--- src/rtl/byte_and.sv ---
// Registered WIDTH-bit bitwise AND with zero / all-ones status decode.
// Optional feature macro: BYTE_AND_POPCNT_EN adds a registered set-bit
// count of the result on port `ones`.
module byte_and #(
    parameter int WIDTH = 8
) (
    input  logic             clk,
    input  logic             rst,
    input  logic             in_valid,
    input  logic [WIDTH-1:0] a,
    input  logic [WIDTH-1:0] b,
    output logic [WIDTH-1:0] o,
    output logic             out_valid,
    output logic             zero,
    output logic             all_ones
`ifdef BYTE_AND_POPCNT_EN
    ,
    output logic [$clog2(WIDTH+1)-1:0] ones
`endif
);

    logic [WIDTH-1:0] and_w;
    logic [WIDTH-1:0] o_q, o_d;
    logic             vld_q;

    assign and_w = a & b;

    // Next result: load a&b only on a qualified input, otherwise hold.
    // The hold path never looks at a/b, so unknowns there stay out of o.
    always_comb begin
        o_d = o_q;
        if (in_valid) begin
            o_d = and_w;
        end
    end

    // Result and valid registers; reset wins over an input in the same cycle.
    always_ff @(posedge clk) begin
        if (rst) begin
            o_q   <= '0;
            vld_q <= 1'b0;
        end else begin
            o_q   <= o_d;
            vld_q <= in_valid;
        end
    end

    assign o         = o_q;
    assign out_valid = vld_q;
    // Flags decode straight off the register so they track o exactly.
    assign zero      = (o_q == '0);
    assign all_ones  = &o_q;

`ifdef BYTE_AND_POPCNT_EN
    localparam int CW = $clog2(WIDTH+1);

    logic [CW-1:0] cnt_w;
    logic [CW-1:0] ones_q, ones_d;

    // Count set bits of the incoming AND so the count lands with o.
    always_comb begin
        cnt_w = '0;
        for (int i = 0; i < WIDTH; i++) begin
            cnt_w = cnt_w + CW'(and_w[i]);
        end
    end

    // Count next-state follows the same load/hold rule as o.
    always_comb begin
        ones_d = ones_q;
        if (in_valid) begin
            ones_d = cnt_w;
        end
    end

    // Count register, cleared with o.
    always_ff @(posedge clk) begin
        if (rst) begin
            ones_q <= '0;
        end else begin
            ones_q <= ones_d;
        end
    end

    assign ones = ones_q;
`endif

endmodule

--- config.mk ---
export PLATFORM = sky130hd
export DESIGN_NAME = byte_and
export DESIGN_NICKNAME = d
export VERILOG_FILES = /design/src/rtl/byte_and.sv
export SDC_FILE = /design/constraint.sdc
export NUM_CORES = 1
export LEC_CHECK = 0
export ABC_AREA = 1
export CORE_AREA = 2 2 39 41
export DETAILED_ROUTE_END_ITERATION = 10
export DIE_AREA = 0 0 41 43
export PLACE_DENSITY = 0.75
export SETUP_SLACK_MARGIN = 0.02
export SLEW_MARGIN = 0
export SYNTH_ARGS = -nofsm -noshare
export SYNTH_HDL_FRONTEND = slang
export SYNTH_SLANG_ARGS = --single-unit
--- constraint.sdc ---
create_clock -name clk -period 0.8 [get_ports clk]
set_input_delay 0.16 -clock clk [delete_from_list [all_inputs] [get_ports clk]]
set_output_delay 0.16 -clock clk [all_outputs]
set_load 0.05 [all_outputs]
==> impl_metrics.json, run 1 <==
{
  "power.density_nw_per_um2": 1228,
  "ant_nets": 0,
  "p_switching_mw": 0.3793,
  "hold_viol_final": 0,
  "yosysTopAreaCell": "dfxtp_1",
  "synth.net_count": 74,
  "synth_seq_cells": 9,
  "setup_slack_ns": -0.4392,
  "hp-class": "input pin to flip-flop",
  "syn_inst": 55,
  "irDropWorstVdd_mv": 0.7863,
  "tightest_slew_ns": 0.2138,
  "die_h_um": 43,
  "overflow": 0,
  "required_ns": 0.64,
  "vias": 502,
  "syn_area_per_cell_um2": 6.938,
  "n_antenna_cell": 0,
  "crit_chain": "nor2_2, nand2_2, nor2_4, buf_12",
  "seq_power_share_pct": 37.7,
  "violations": "negative setup slack",
  "top_layer": "met4",
  "post-route-min-period_ns": 1.239,
  "setup_violations": 13,
  "firstDrtPassIters": 4,
  "ys_warn_count": 0,
  "vias_per_cell": 4.365,
  "seq_area_frac_synth_pct": 47.21,
  "final_nets": 119,
  "ys_types": 8,
  "cts_tree": "built",
  "fin_crit_sh_pct": 154.9,
  "worstHoldStart": "rst",
  "path_max_fanout": 4,
  "slowest_stage": "dfxtp_4",
  "layout_common_cells": "clkdlybuf4s50_1, nand2_1, buf_12",
  "clock_skew_ns": 0,
  "cp-start-kind": "flip-flop",
  "syn-cell-area_um2": 381.6,
  "grtUsageTotal_pct": 16.62,
  "wl_per_cell_um": 10.35,
  "grt_pass1_vias": 496,
  "synth_top_area_share_pct": 47.21,
  "tns_ns": -3.142,
  "numClockSinks": 9,
  "die_w_um": 41,
  "cts_root_buffer": "clkbuf_4",
  "fmax_ghz": 0.8070,
  "wl_met3_um": 54,
  "placementRows": 14,
  "grt_pass1_wl_um": 1966,
  "layout_commonest_cell": "clkdlybuf4s50_1",
  "status": "finished with violations",
  "start_util_pct": 27.58,
  "relSlewSlack_pct": 85.71,
  "totalWireLength_um": 1190,
  "detailed_place_hpwl_um": 823.3,
  "ioPinCount": 30,
  "switching_share_pct": 29.92,
  "io_buffers": 29,
  "n_fill_cell": 95,
  "htree_levels": 1,
  "numCtsBuffers": 3,
  "drtIter0Drc": 9,
  "syn2layout_area_growth_pct": 170.5,
  "r2r_cells": 4,
  "drv_cap": 0,
  "comb_power_share_pct": 34.5,
  "drive_gt1_share_pct": 54.55,
  "cts_buffer_depth": 2,
  "grt_max_degree": 10,
  "wl_met2_um": 675,
  "slew_viol_final": 0,
  "pre_cts_slack_ns": -0.3134,
  "worstSetupPathType": "flip-flop to primary output",
  "slowest_delay_ns": 0.35,
  "timing.rr.start": "o[0]",
  "wl_met1_um": 440,
  "p_int_mw": 0.8886,
  "p_leak_nw": 0.4547,
  "whs_ns": 0.3882,
  "end_kind": "primary output",
  "clk_pin_slew_ns": 0.06,
  "cp-startpoint": "o[7]",
  "clockPowerShare_pct": 27.8,
  "routabilityCongestion": 0.6734,
  "total_power_mw": 1.268,
  "rsz0062_at_grt": "yes",
  "dieArea_um2": 1763,
  "whs_path_depth": 4,
  "core_area_um2": 1384,
  "drc_errors": 0,
  "antenna_found_initial": 0,
  "synth.area.top_cells": "dfxtp_1, nand2_1, o21ai_1",
  "arrival_ns": 1.08,
  "clkLatencyLatePin_ns": 0.26
}
==> worst paths after layout <==
check        endpoint  slack [ns]
min reg2reg      o[6]        0.50
max reg2reg      o[0]       -0.02
max              zero       -0.44
min              o[3]        0.39
==> layer usage <==
metal,vias to the layer above,global-route usage [%]
li1,255,-
met1,223,20.45
met2,20,25.00
met3,4,2.094
met4,0,12.00
met5,-,0
==> area by class of cell <==
type	count	area, µm²	area share [%]
timing repair buffer	40	510.5	49.45
sequential	9	211.5	20.48
clock buffer	4	26.28	2.545
inverter	6	22.52	2.182
tap	16	20.02	1.939
multi-input combinational	40	241.5	23.39
==> registers in the layout, summed over array words and instances (netlist names) <==
signal and cells:
out_valid 1, o 8
==> Yosys cell counts (all sizes together) <==
master / instances
o21ai: 8
inv: 6
nand2: 25
nor2: 7
dfxtp: 9
==> critical path, delay by kind of cell, from the launching register on <==
family        cells  cell delay [ns]
flops             1             0.35
simple gates      3             0.32
buf+inv           1             0.14
==> logic make-up (layout without fill, tap and decap cells) <==
group	after synthesis	count (layout)	synth area share, %
flops	9	9	47.21
buf+inv	6	50	5.901
simple gates	32	32	35.41
compound gates	8	8	11.47
==> what timing repair did <==
item / 4_1_cts / 5_1_grt
setup buffers: 1 / 2
pin swaps: 5 / 6
gates resized for setup: 16 / 12
hold buffers: 0 / 0
endpoints found under the hold margin: 0 / 0
setup endpoints to repair: 20 / 12
==> power groups by stage <==
stage	Sequential, mW	Combinational (mW)	Clock [mW]
final	0.478	0.437	0.352
after global routing	0.481	0.462	0.398
after CTS	0.474	0.422	0.364
after detailed placement	0.476	0.406	0
after global placement	0.475	0.401	0
after floorplan	0.541	0.0918	0
==> through the flow <==
| stage | std cells | util, % | instance area, µm² |
|---|---|---|---|
| floorplan | 55 | - | 429.2 |
| global placement | 108 | 65.73 | 909.6 |
| detailed placement | 108 | 65.73 | 909.6 |
| CTS | 113 | 71.43 | 988.4 |
| global route | 115 | 74.59 | 1032 |
| finish | 115 | 74.59 | 1032 |
(Power assumes the default switching activity.)
==> inputs of run 2 (changes only) <==
RECOVER_POWER = 100   (was unset)
==> impl_metrics.json, run 2 (same netlist as run 1, synthesis figures left out) <==
{
  "ioPinCount": 30,
  "utilization_pct": 74.05,
  "grt_pass1_vias": 496,
  "ant_nets": 0,
  "die_w_um": 41,
  "relSlewSlack_pct": 80.01,
  "setup_violations": 13,
  "grt_pass1_wl_um": 1966,
  "layout_common_cells": "nand2_1, clkdlybuf4s50_1, buf_12",
  "placementRows": 14,
  "drive_gt1_share_pct": 53.54,
  "core_area_um2": 1384,
  "clk_pin_slew_ns": 0.06,
  "drc_errors": 0,
  "die_h_um": 43,
  "grtUsageTotal_pct": 16.62,
  "grt_max_degree": 10,
  "largest_reg_flops": 8,
  "antenna_found_initial": 0,
  "dieArea_um2": 1763,
  "setup_slack_ns": -0.4394,
  "vias_per_cell": 4.330,
  "whs_ns": 0.3839,
  "worstSetupPathType": "flip-flop to primary output",
  "fin_crit_sh_pct": 154.9,
  "n_antenna_cell": 0,
  "r2r_cells": 4,
  "routabilityCongestion": 0.6734,
  "p_leak_nw": 0.4501,
  "wl_per_cell_um": 10.27,
  "cts_root_buffer": "clkbuf_4",
  "hp-class": "input pin to flip-flop",
  "path_max_fanout": 4,
  "status": "finished with violations",
  "tightest_slew_ns": 0.2991,
  "hold_viol_final": 0,
  "totalWireLength_um": 1181,
  "cts_buffer_depth": 2,
  "power.density_nw_per_um2": 1232,
  "final_nets": 119,
  "detailed_place_hpwl_um": 823.3,
  "firstDrtPassIters": 4,
  "violations": "negative setup slack",
  "drv_cap": 0,
  "overflow": 0,
  "post-route-min-period_ns": 1.239,
  "syn2layout_area_growth_pct": 168.5,
  "total_power_mw": 1.263,
  "numCtsBuffers": 3,
  "fmax_ghz": 0.8069,
  "numClockSinks": 9,
  "htree_levels": 1,
  "end_kind": "primary output",
  "clkLatencyLatePin_ns": 0.26,
  "io_buffers": 29,
  "start_util_pct": 27.58,
  "required_ns": 0.64,
  "cp-start-kind": "flip-flop",
  "vias": 498,
  "arrival_ns": 1.08,
  "clock_skew_ns": 0,
  "irDropWorstVdd_mv": 0.7816,
  "slew_viol_final": 0,
  "pre_cts_slack_ns": -0.3134,
  "cts_tree": "built",
  "drtIter0Drc": 6,
  "rsz0062_at_grt": "yes",
  "whs_path_depth": 4
}
## run 2: cell counts in the layout (fill, tap and decap cells not counted)
No cell type changed its count.
## run 2: final timing paths
| kind | endpoint | slack, ns | start |
|---|---|---|---|
| min | o[3] | 0.38 | in_valid |
| max | zero | -0.44 | o[7] |
| min reg2reg | o[6] | 0.51 | o[6] |
| max reg2reg | o[0] | -0.03 | o[0] |
## run 2: what timing repair did
| item | in CTS | in global routing |
|---|---|---|
| hold buffers | 0 | 0 |
| gates resized for setup | 16 | 12 |
| hold endpoints to repair | 0 | 0 |
| setup endpoints to repair | 20 | 12 |
| buffers inserted | 1 | 2 |
| pin swaps | 5 | 6 |
## run 2: worst max-delay path, stage by stage (launching register included)
cell and delay (ns):
dfxtp_4 0.35, nor2_2 0.12, nand2_2 0.08, nor2_4 0.12, buf_12 0.14
## run 2: per-stage QoR
step	cell area (µm²)	setup TNS, ns	std cells
3_3_place_gp	909.6	-2.792	108
6_report	1025	-3.159	115
5_1_grt	1025	-3.616	115
3_5_place_dp	909.6	-2.932	108
4_1_cts	988.4	-2.968	113
2_1_floorplan	429.2	-0.4931	55
## run 2: layer usage
layer / track usage (%) / share of wire, % / wire [µm] / vias to the layer above
met2: 25.00 / 57 / 673 / 18
met1: 20.45 / 36 / 429 / 221
met3: 2.094 / 4.0 / 47 / 4
li1: - / - / - / 255
met5: 0 / 0 / 0 / -
met4: 12.00 / 2.5 / 29 / 0
## run 2: final cells by class
type                    count  area (µm²)
flip-flops and latches      9       211.5
fillers                    97       359.1
inverters                   6       22.52
well taps                  16       20.02
clock buffers               4       26.28
multi-input cells          40       234.0
repair buffers             40       510.5
## run 2: power by group
| group | total, mW | switching, mW | internal [mW] |
|---|---|---|---|
| clock network | 0.353 | 0.160 | 0.192 |
| logic | 0.432 | 0.190 | 0.242 |
| registers | 0.478 | 0.0257 | 0.453 |
| total | 1.26 | 0.376 | 0.887 |
==> inputs of run 3 (changes only) <==
SKIP_LAST_GASP = 1   (was unset)
==> impl_metrics.json, run 3 (same netlist as run 1, synthesis figures left out) <==
{
  "fin_crit_sh_pct": 156.3,
  "placementRows": 14,
  "clock_skew_ns": 0,
  "grtUsageTotal_pct": 16.21,
  "hold_viol_final": 0,
  "cp-start-kind": "flip-flop",
  "path_max_fanout": 4,
  "whs_ns": 0.3738,
  "power.density_nw_per_um2": 1265,
  "arrival_ns": 1.09,
  "drv_cap": 0,
  "cts_buffer_depth": 2,
  "grt_pass1_wl_um": 1918,
  "vias": 494,
  "syn2layout_area_growth_pct": 161.3,
  "clockPowerShare_pct": 28.7,
  "n_fill_cell": 100,
  "irDropWorstVdd_mv": 0.8051,
  "multiInputGateArea_um2": 229.0,
  "drc_errors": 0,
  "dp.cells": 108,
  "htree_levels": 1,
  "ant_nets": 0,
  "hp-class": "input pin to flip-flop",
  "overflow": 0,
  "slowest_stage": "dfxtp_4",
  "seq_power_share_pct": 38.0,
  "final_nets": 117,
  "die_h_um": 43,
  "vias_per_cell": 4.372,
  "io_buffers": 29,
  "grt_max_degree": 10,
  "cts_tree": "built",
  "antenna_found_initial": 0,
  "numCtsBuffers": 3,
  "layout_common_cells": "nand2_1, clkdlybuf4s50_1, buf_12",
  "p_switching_mw": 0.3813,
  "slew_viol_final": 0,
  "n_antenna_cell": 0,
  "wl_per_cell_um": 10.73,
  "required_ns": 0.64,
  "setup_slack_ns": -0.4507,
  "core_area_um2": 1384,
  "detailed_place_hpwl_um": 823.3,
  "rsz0062_at_grt": "yes",
  "setup_violations": 12,
  "cts_root_buffer": "clkbuf_4",
  "dieArea_um2": 1763,
  "start_util_pct": 27.58,
  "slowest_delay_ns": 0.36,
  "numClockSinks": 9,
  "regArea_um2": 211.5,
  "drtIter0Drc": 4,
  "clk_pin_slew_ns": 0.06,
  "firstDrtPassIters": 4,
  "grt_pass1_vias": 491,
  "violations": "negative setup slack",
  "fmax_ghz": 0.7996,
  "clkLatencyLatePin_ns": 0.26,
  "routabilityCongestion": 0.6734,
  "totalWireLength_um": 1212,
  "switching_share_pct": 30.23,
  "worstSetupPathType": "flip-flop to primary output",
  "relSlewSlack_pct": 80.10,
  "end_kind": "primary output",
  "utilization_pct": 72.06,
  "post-route-min-period_ns": 1.251,
  "p_leak_nw": 0.4336,
  "status": "finished with violations",
  "ioPinCount": 30,
  "layout_commonest_cell": "nand2_1",
  "drive_gt1_share_pct": 51.55,
  "die_w_um": 41,
  "p_int_mw": 0.8800,
  "hold_buffers": 0,
  "largest_reg_flops": 8,
  "pre_cts_slack_ns": -0.3134,
  "crit_chain": "nor2_2, nand2_2, nor2_4, buf_12",
  "fin_cells": 113,
  "comb_power_share_pct": 33.4,
  "tightest_slew_ns": 0.2978
}
==> run 3: cell types whose count changed in the layout (fill, tap and decap cells not counted), sizes merged <==
cell  change
buf       -2
==> run 3: metal layers <==
| metal | global-route usage [%] | up-vias | routed length (µm) |
|---|---|---|---|
| met5 | 0 | - | 0 |
| met4 | 12.00 | 0 | 35 |
| met3 | 2.094 | 5 | 49 |
| met2 | 24.38 | 19 | 701 |
| met1 | 19.81 | 218 | 426 |
| li1 | - | 252 | - |
==> run 3: worst max-delay path, delay by kind of cell (launching register included) <==
kind          cells  cell delay, ns
buf+inv           1            0.14
flops             1            0.36
simple gates      3            0.32
==> run 3: what timing repair did <==
| action | 4_1_cts | 5_1_grt |
|---|---|---|
| endpoints found under the setup margin | 20 | 12 |
| pin swaps | 3 | 5 |
| gates resized for setup | 13 | 13 |
| buffers inserted | 1 | 1 |
==> run 3: area by class of cell <==
cell class | instances | share of cell area (%)
Timing Repair Buffer | 38 | 48.93
Multi-Input combinational cell | 40 | 22.96
Sequential cell | 9 | 21.20
Clock buffer | 4 | 2.635
Inverter | 6 | 2.258
Tap cell | 16 | 2.008
==> run 3: per-stage QoR <==
stage          setup TNS (ns)  instance area (µm²)  total power [mW]
2_1_floorplan         -0.4931                429.2            0.6332
3_3_place_gp           -2.792                909.6            0.8761
3_5_place_dp           -2.932                909.6            0.8817
4_1_cts                -3.017                978.4             1.256
5_1_grt                -3.446                997.2             1.325
6_report               -3.094                997.2             1.261
==> run 3: worst paths after layout <==
path | depth (start not counted) | from | end | slack, ns
hold / removal | 4 | in_valid | o[1] | 0.37
setup / recovery | 4 | o[7] | zero | -0.45
hold reg to reg | 2 | o[7] | o[7] | 0.51
setup reg to reg | 4 | o[0] | o[0] | -0.02
==> run 3: power groups by stage <==
stage          Sequential (mW)  Combinational, mW  Clock, mW
2_1_floorplan            0.541             0.0918          0
3_3_place_gp             0.475              0.401          0
3_5_place_dp             0.476              0.406          0
4_1_cts                  0.473              0.419      0.364
5_1_grt                  0.481              0.446      0.398
6_report                 0.479              0.421      0.362
